**src/rtl/lfsr_pkg.sv**
```systemverilog
// rtl/lfsr_pkg.sv - shared types, constants and helpers for the LFSR PRNG
//
// Purpose: FSM state encoding, default 32-bit tap/seed constants and the
//          steps-per-word clamp used by lfsr_prng_gen.
// Ports:   none (package)
package lfsr_pkg;

  typedef enum logic [1:0] {
    ST_IDLE = 2'd0,
    ST_RUN  = 2'd1,
    ST_HOLD = 2'd2
  } lfsr_fsm_t;

  // Taps 31, 21, 1, 0.
  localparam logic [31:0] LFSR_TAPS_32 = 32'h8020_0003;
  localparam logic [31:0] LFSR_SEED_32 = 32'h0000_0001;

  // A request of 0 shifts still produces a word (1 shift).
  // Requests above N saturate at N, so the counter never wraps inside a word.
  function automatic int clamp_steps(input int req, input int n);
    if (req == 0) begin
      return 1;
    end else if (req > n) begin
      return n;
    end else begin
      return req;
    end
  endfunction

endpackage

```
**src/rtl/lfsr_prng_gen_step.sv**
```systemverilog
// rtl/lfsr_prng_gen_step.sv - combinational single-shift Fibonacci LFSR step
//
// Purpose: computes one Fibonacci shift of the state and flags an all-zero
//          result so the caller can substitute the default seed.
// Ports:   i_state  - current state (N bits)
//          o_next   - state after one shift (N bits)
//          o_zero   - o_next is all zeros
module lfsr_step
  import lfsr_pkg::*;
#(
  parameter int            N    = 32,
  parameter logic [N-1:0]  TAPS = N'(LFSR_TAPS_32)
) (
  input  logic [N-1:0] i_state,
  output logic [N-1:0] o_next,
  output logic         o_zero
);

  logic w_feedback;

  assign w_feedback = ^(i_state & TAPS);
  assign o_next     = {i_state[N-2:0], w_feedback};
  assign o_zero     = (o_next == '0);

endmodule

```
**src/rtl/lfsr_prng_gen.sv**
```systemverilog
// rtl/lfsr_prng_gen.sv - parametrised Fibonacci LFSR PRNG with valid/ready output
//
// Purpose: generates N-bit pseudo-random words, k shifts per word, with
//          runtime seed load, pause/resume and all-zero lockup recovery.
// Ports:   clk        - clock
//          reset_n    - asynchronous active-low reset
//          seed_in    - seed value (N bits)
//          seed_load  - single-cycle load strobe, highest priority
//          enable     - run/pause
//          steps      - shifts per word (0 -> 1, >N -> N)
//          out_valid  - word available on data_out
//          out_ready  - consumer accepts the word
//          data_out   - generated word, stable while out_valid=1
//          lock_err   - sticky: a zero state was substituted
//          busy       - FSM is in RUN
module lfsr_prng_gen
  import lfsr_pkg::*;
#(
  parameter int            N            = 32,
  parameter logic [N-1:0]  TAPS         = N'(LFSR_TAPS_32),
  parameter logic [N-1:0]  DEFAULT_SEED = N'(LFSR_SEED_32),
  parameter int            SW           = $clog2(N) + 1
) (
  input  logic          clk,
  input  logic          reset_n,
  input  logic [N-1:0]  seed_in,
  input  logic          seed_load,
  input  logic          enable,
  input  logic [SW-1:0] steps,
  output logic          out_valid,
  input  logic          out_ready,
  output logic [N-1:0]  data_out,
  output logic          lock_err,
  output logic          busy
);

  lfsr_fsm_t     r_fsm;
  logic [N-1:0]  r_state;
  logic [N-1:0]  r_data;
  logic          r_valid;
  logic          r_lock;
  logic [SW-1:0] r_cnt;
  logic [SW-1:0] r_k;
  // Set for the first RUN cycle after a load: the freshly loaded seed is
  // held for one cycle before shifting, so a word after a load arrives at
  // load+1+k+1.
  logic          r_fresh;

  logic [N-1:0]  w_next;
  logic          w_zero;
  logic [N-1:0]  w_next_sub;
  logic [SW-1:0] w_k;
  logic [SW-1:0] w_cnt_inc;

  lfsr_step #(
    .N    (N),
    .TAPS (TAPS)
  ) u_step (
    .i_state (r_state),
    .o_next  (w_next),
    .o_zero  (w_zero)
  );

  assign w_next_sub = w_zero ? DEFAULT_SEED : w_next;
  assign w_k        = SW'(clamp_steps(int'(steps), N));
  assign w_cnt_inc  = r_cnt + SW'(1);

  always_ff @(posedge clk or negedge reset_n) begin
    if (!reset_n) begin
      r_fsm   <= ST_IDLE;
      r_state <= DEFAULT_SEED;
      r_data  <= '0;
      r_valid <= 1'b0;
      r_lock  <= 1'b0;
      r_cnt   <= '0;
      r_k     <= '0;
      r_fresh <= 1'b0;
    end else if (seed_load) begin
      // Load wins over everything, including a handshake in the same cycle.
      r_state <= (seed_in == '0) ? DEFAULT_SEED : seed_in;
      r_lock  <= (seed_in == '0);
      r_cnt   <= '0;
      r_valid <= 1'b0;
      r_fresh <= enable;
      if (enable) begin
        r_fsm <= ST_RUN;
        r_k   <= w_k;
      end else begin
        r_fsm <= ST_IDLE;
      end
    end else begin
      r_fresh <= 1'b0;
      case (r_fsm)
        ST_IDLE: begin
          if (enable) begin
            r_fsm <= ST_RUN;
            // A paused word in progress keeps the k it started with.
            if (r_cnt == '0) begin
              r_k <= w_k;
            end
          end
        end
        ST_RUN: begin
          if (!enable) begin
            r_fsm <= ST_IDLE;
          end else if (!r_fresh) begin
            r_state <= w_next_sub;
            if (w_zero) begin
              r_lock <= 1'b1;
            end
            if (w_cnt_inc == r_k) begin
              r_cnt   <= '0;
              r_data  <= w_next_sub;
              r_valid <= 1'b1;
              r_fsm   <= ST_HOLD;
            end else begin
              r_cnt <= w_cnt_inc;
            end
          end
        end
        ST_HOLD: begin
          if (r_valid && out_ready) begin
            r_valid <= 1'b0;
            if (enable) begin
              r_fsm <= ST_RUN;
              r_k   <= w_k;
            end else begin
              r_fsm <= ST_IDLE;
            end
          end
        end
        default: r_fsm <= ST_IDLE;
      endcase
    end
  end

  assign out_valid = r_valid;
  assign data_out  = r_data;
  assign lock_err  = r_lock;
  assign busy      = (r_fsm == ST_RUN);

endmodule

```
**config.mk**
```make
export PLATFORM = sky130hd
export DESIGN_NAME = lfsr_prng_gen
export DESIGN_NICKNAME = d
export VERILOG_FILES = /design/src/rtl/lfsr_pkg.sv /design/src/rtl/lfsr_prng_gen_step.sv /design/src/rtl/lfsr_prng_gen.sv
export SDC_FILE = /design/constraint.sdc
export NUM_CORES = 1
export LEC_CHECK = 0
export BUFFER_PORTS_ARGS = -buffer_cell sky130_fd_sc_hd__buf_2
export CAP_MARGIN = 20
export CORE_ASPECT_RATIO = 0.7
export CORE_MARGIN = 2
export CORE_UTILIZATION = 46
export CTS_CLUSTER_DIAMETER = 150
export DETAILED_ROUTE_END_ITERATION = 10
export HOLD_SLACK_MARGIN = 0.02
export PLACE_DENSITY = 0.75
export REMOVE_ABC_BUFFERS = 1
export SETUP_SLACK_MARGIN = 0.5
export SYNTH_ARGS = -nofsm -noshare
export SYNTH_HDL_FRONTEND = slang
export SYNTH_SLANG_ARGS = --single-unit
```
**constraint.sdc**
```tcl
create_clock -name clk -period 6 [get_ports clk]
set_clock_uncertainty 0.2 [all_clocks]
set_input_delay 0.6 -clock clk [delete_from_list [all_inputs] [get_ports clk]]
set_output_delay 0.6 -clock clk [all_outputs]
set_load 0.1 [all_outputs]
```
==> impl_metrics.yaml <==
cts:
  cts_buffer_depth: 2
  clock_latency_ns: 0.33
  post_cts_resized: 0
  post_cts_buffers: 0
  numCtsBuffers: 9
  cts_root_buf: "clkbuf_16"
  cts_sinks: 81
  cts.clk_slew.worst_paths_ns: 0.06
  hold_buffers: 0
  htree_levels: 3
  cts_tree: "yes"
yosys:
  async_flop_share_pct: 100
  synth-seq-cells: 81
  synth_edf_count: 0
  synth_area_per_cell_sq_um: 10.6
  yosysWarnings: 0
  syn_inst: 378
  yosys.cell_types.count: 49
  netlist_area_sq_um: 4010
  yosysSeqAreaShare_pct: 50.5
  yosys_most_used_dff: "dfrtp_1"
critical_path:
  regToRegEndpoint: "data_out[29]"
  crit_chain: "ha_1 -> xor3_1 -> nor3_2 -> o211a_4 -> nand3_4 -> mux2_1"
  cp-startpoint: "r_cnt[0]"
  max_stage_delay_ns: 0.53
  rrSetupSlack_ns: 3.07
  worstPathMaxFanout: 33
  criticalPathCategory: "register to register"
  startpoint_type: "register"
  r2r-start: "r_cnt[0]"
  arrival_ns: 2.94
  slowest_stage: "mux2_1"
  critPathRequiredTime_ns: 6.01
  timing.critical_path.to: "data_out[29]"
  r2r_cells: 6
  end_kind: "register"
sta:
  rsz0062_at_grt: "false"
  max_freq_mhz: 341
  setup-tns-final_ns: 0
  max_slew_margin_pct: 47.5
  tightest_slew_ns: 0.788
  setup_viol: 0
  slew_viol_final: 0
  final.period_utilization_pct: 48.8
  finalHoldViolCount: 0
  fin_crit_ns: 2.93
global_routing:
  track_usage_pct: 21.4
  grt_remaining_overflow: 0
  antenna_found_initial: 0
  grt_max_degree: 82
  grt_pass1_vias: 3001
  grt_pass1_wl_um: 15500
placement:
  dp_cells: 557
  dp_hpwl_um: 6520
  port_buffers: 77
  place_congestion: 0.902
status:
  status: "finished, final reports clean"
cells_and_area:
  final_core_util_pct: 57.2
  layoutNonFillerInstCount: 576
  final_nets: 496
  fillCellCount: 746
  antennaDiodeCount: 0
  area_growth_pct: 20.8
  final_layout_size_suffix_gt1_share_pct: 30.7
min_path:
  hold_path_class: "input pin to register"
  worstHoldStart: "seed_in[19]"
power:
  power.share.combinational_pct: 32.1
  power_density_nw_per_um2: 390
  irDropWorstVdd_mv: 0.175
  power.leakage_uw: 0.00245
  p_clk_share_pct: 31.6
  seqPwrFrac_pct: 36.3
  switchingPower_uw: 746
  p_sw_share_pct: 39.4
  power.internal_uw: 1150
drt:
  final_antenna_net_count: 0
  routed_wl_um: 9530
  drcViolationCount: 0
  drtIter0Drc: 262
  via_per_inst: 5.41
  post_drt_wl_per_cell_um: 16.5
  drtPass1Iterations: 4
  vias: 3119
die:
  die_y_um: 82.2
  die-area_sq_um: 9500
  die_w_um: 116
  rows: 28
  core_sq_um: 8480
  start_util_pct: 47.3
  io_pins: 78
job:
  max-cap-violations: 0
## state kept, by name, summed over array words and instances, names as in the netlist
register   count
r_k            6
r_cnt          6
out_valid      1
data_out      32
r_fsm          2
r_state       32
r_fresh        1
lock_err       1
## cells by family (layout without fill, tap and decap cells)
logic type               count (synthesis)  in the layout  synth area share [%]
flip-flops                              81             81                  50.5
AND/OR/NAND/NOR                        146            146                  17.1
buffers and inverters                   25            103                  2.99
adder cells (fa/ha/maj)                  2              2                 0.623
AO/OA/AOI/OAI                           61             61                  9.10
multiplexers                            51             51                  16.5
XOR/XNOR                                12             12                  3.18
## metrics by stage
stage / area [sq um] / setup WS (ns) / total power [uW] / hold slack [ns]
finish: 4850 / 3.07 / 1890 / 0.289
global route: 4850 / 2.94 / 1970 / 0.300
CTS: 4800 / 3.09 / 1900 / 0.285
detailed placement: 4470 / 3.06 / 1300 / 0.288
global placement: 4470 / 3.13 / 1290 / 0.294
floorplan: 3920 / 2.42 / 1170 / 0.104
## cells in the mapped netlist (2+ instances only)
| library cell | count | share of area (%) |
|---|---|---|
| nand4_1 | 3 | 0.47 |
| xor2_1 | 4 | 0.87 |
| nor4_1 | 17 | 2.6 |
| xnor2_1 | 6 | 1.3 |
| mux2_4 | 28 | 10 |
| dfrtp_1 | 80 | 50 |
| nand2_1 | 22 | 2.1 |
| mux2i_1 | 14 | 3.5 |
| mux2_2 | 8 | 2.2 |
| a21oi_1 | 26 | 3.2 |
| nor2b_1 | 7 | 1.1 |
| ha_1 | 2 | 0.62 |
| o21ai_0 | 17 | 2.1 |
| buf_2 | 3 | 0.37 |
| nor2_1 | 78 | 7.3 |
| inv_1 | 6 | 0.56 |
| o21a_1 | 2 | 0.37 |
| nor3_1 | 4 | 0.50 |
| nand3b_1 | 2 | 0.37 |
| nand2b_1 | 2 | 0.31 |
| o211ai_1 | 3 | 0.56 |
| nand3_1 | 4 | 0.50 |
| clkbuf_1 | 12 | 1.1 |
| buf_6 | 3 | 0.84 |
## cells in the final DEF, fill, tap and decap left out, types with 4 or more instances in the layout
cell type	Yosys	routed
dfrtp_1	80	80
mux2_4	28	28
nand2_1	22	22
a21oi_1	26	26
nor3_1	4	4
nor2_1	78	78
clkbuf_16	0	9
inv_1	6	6
nor4_1	17	17
nand3_1	4	4
buf_2	3	76
xor2_1	4	4
mux2_2	8	8
xnor2_1	6	6
o21ai_0	17	17
mux2i_1	14	14
nor2b_1	7	7
## power by group through the flow
stage	sequential [uW]	clock, uW	combinational [uW]
final	688	599	607
after global routing	699	631	635
after CTS	688	607	605
after detailed placement	695	0	605
after global placement	694	0	594
after floorplan	1020	0	155
## worst max-delay path: cells and delay by family, from the launching register on
| family | cells | cell delay [ns] |
|---|---|---|
| mux | 1 | 0.53 |
| xor+xnor | 1 | 0.37 |
| fa+ha+maj | 1 | 0.29 |
| simple gates | 2 | 0.68 |
| compound gates | 1 | 0.24 |
| flops | 1 | 0.45 |
## layout make-up
cell class                      instances  area, sq um  share of cell area, %
Tap cell                              120          150                   3.10
Sequential cell                        81         2030                   41.8
Timing Repair Buffer                   81          448                   9.24
Inverter                                6         22.5                  0.464
Multi-Input combinational cell        272         1870                   38.6
Clock buffer                           10          239                   4.93
Clock inverter                          6         91.3                   1.88
## worst min path at each step
| stage | end | slack, ns | depth (start not counted) |
|---|---|---|---|
| finish | r_state[19] | 0.29 | 3 |
| global placement | data_out[29] | 0.29 | 1 |
| global route | r_state[20] | 0.30 | 3 |
| CTS | r_state[27] | 0.29 | 1 |
| detailed placement | data_out[8] | 0.29 | 1 |
| floorplan | data_out[0] | 0.10 | 0 |
## routing by layer
layer | vias to the layer above | part of all wire [%] | track usage (%)
met5 | - | 0 | 0
met4 | 0 | 1.2 | 4.64
met3 | 12 | 6.9 | 5.18
met2 | 121 | 44 | 32.0
met1 | 1521 | 48 | 31.9
li1 | 1465 | - | -
Power figures use the tool's default switching activity.
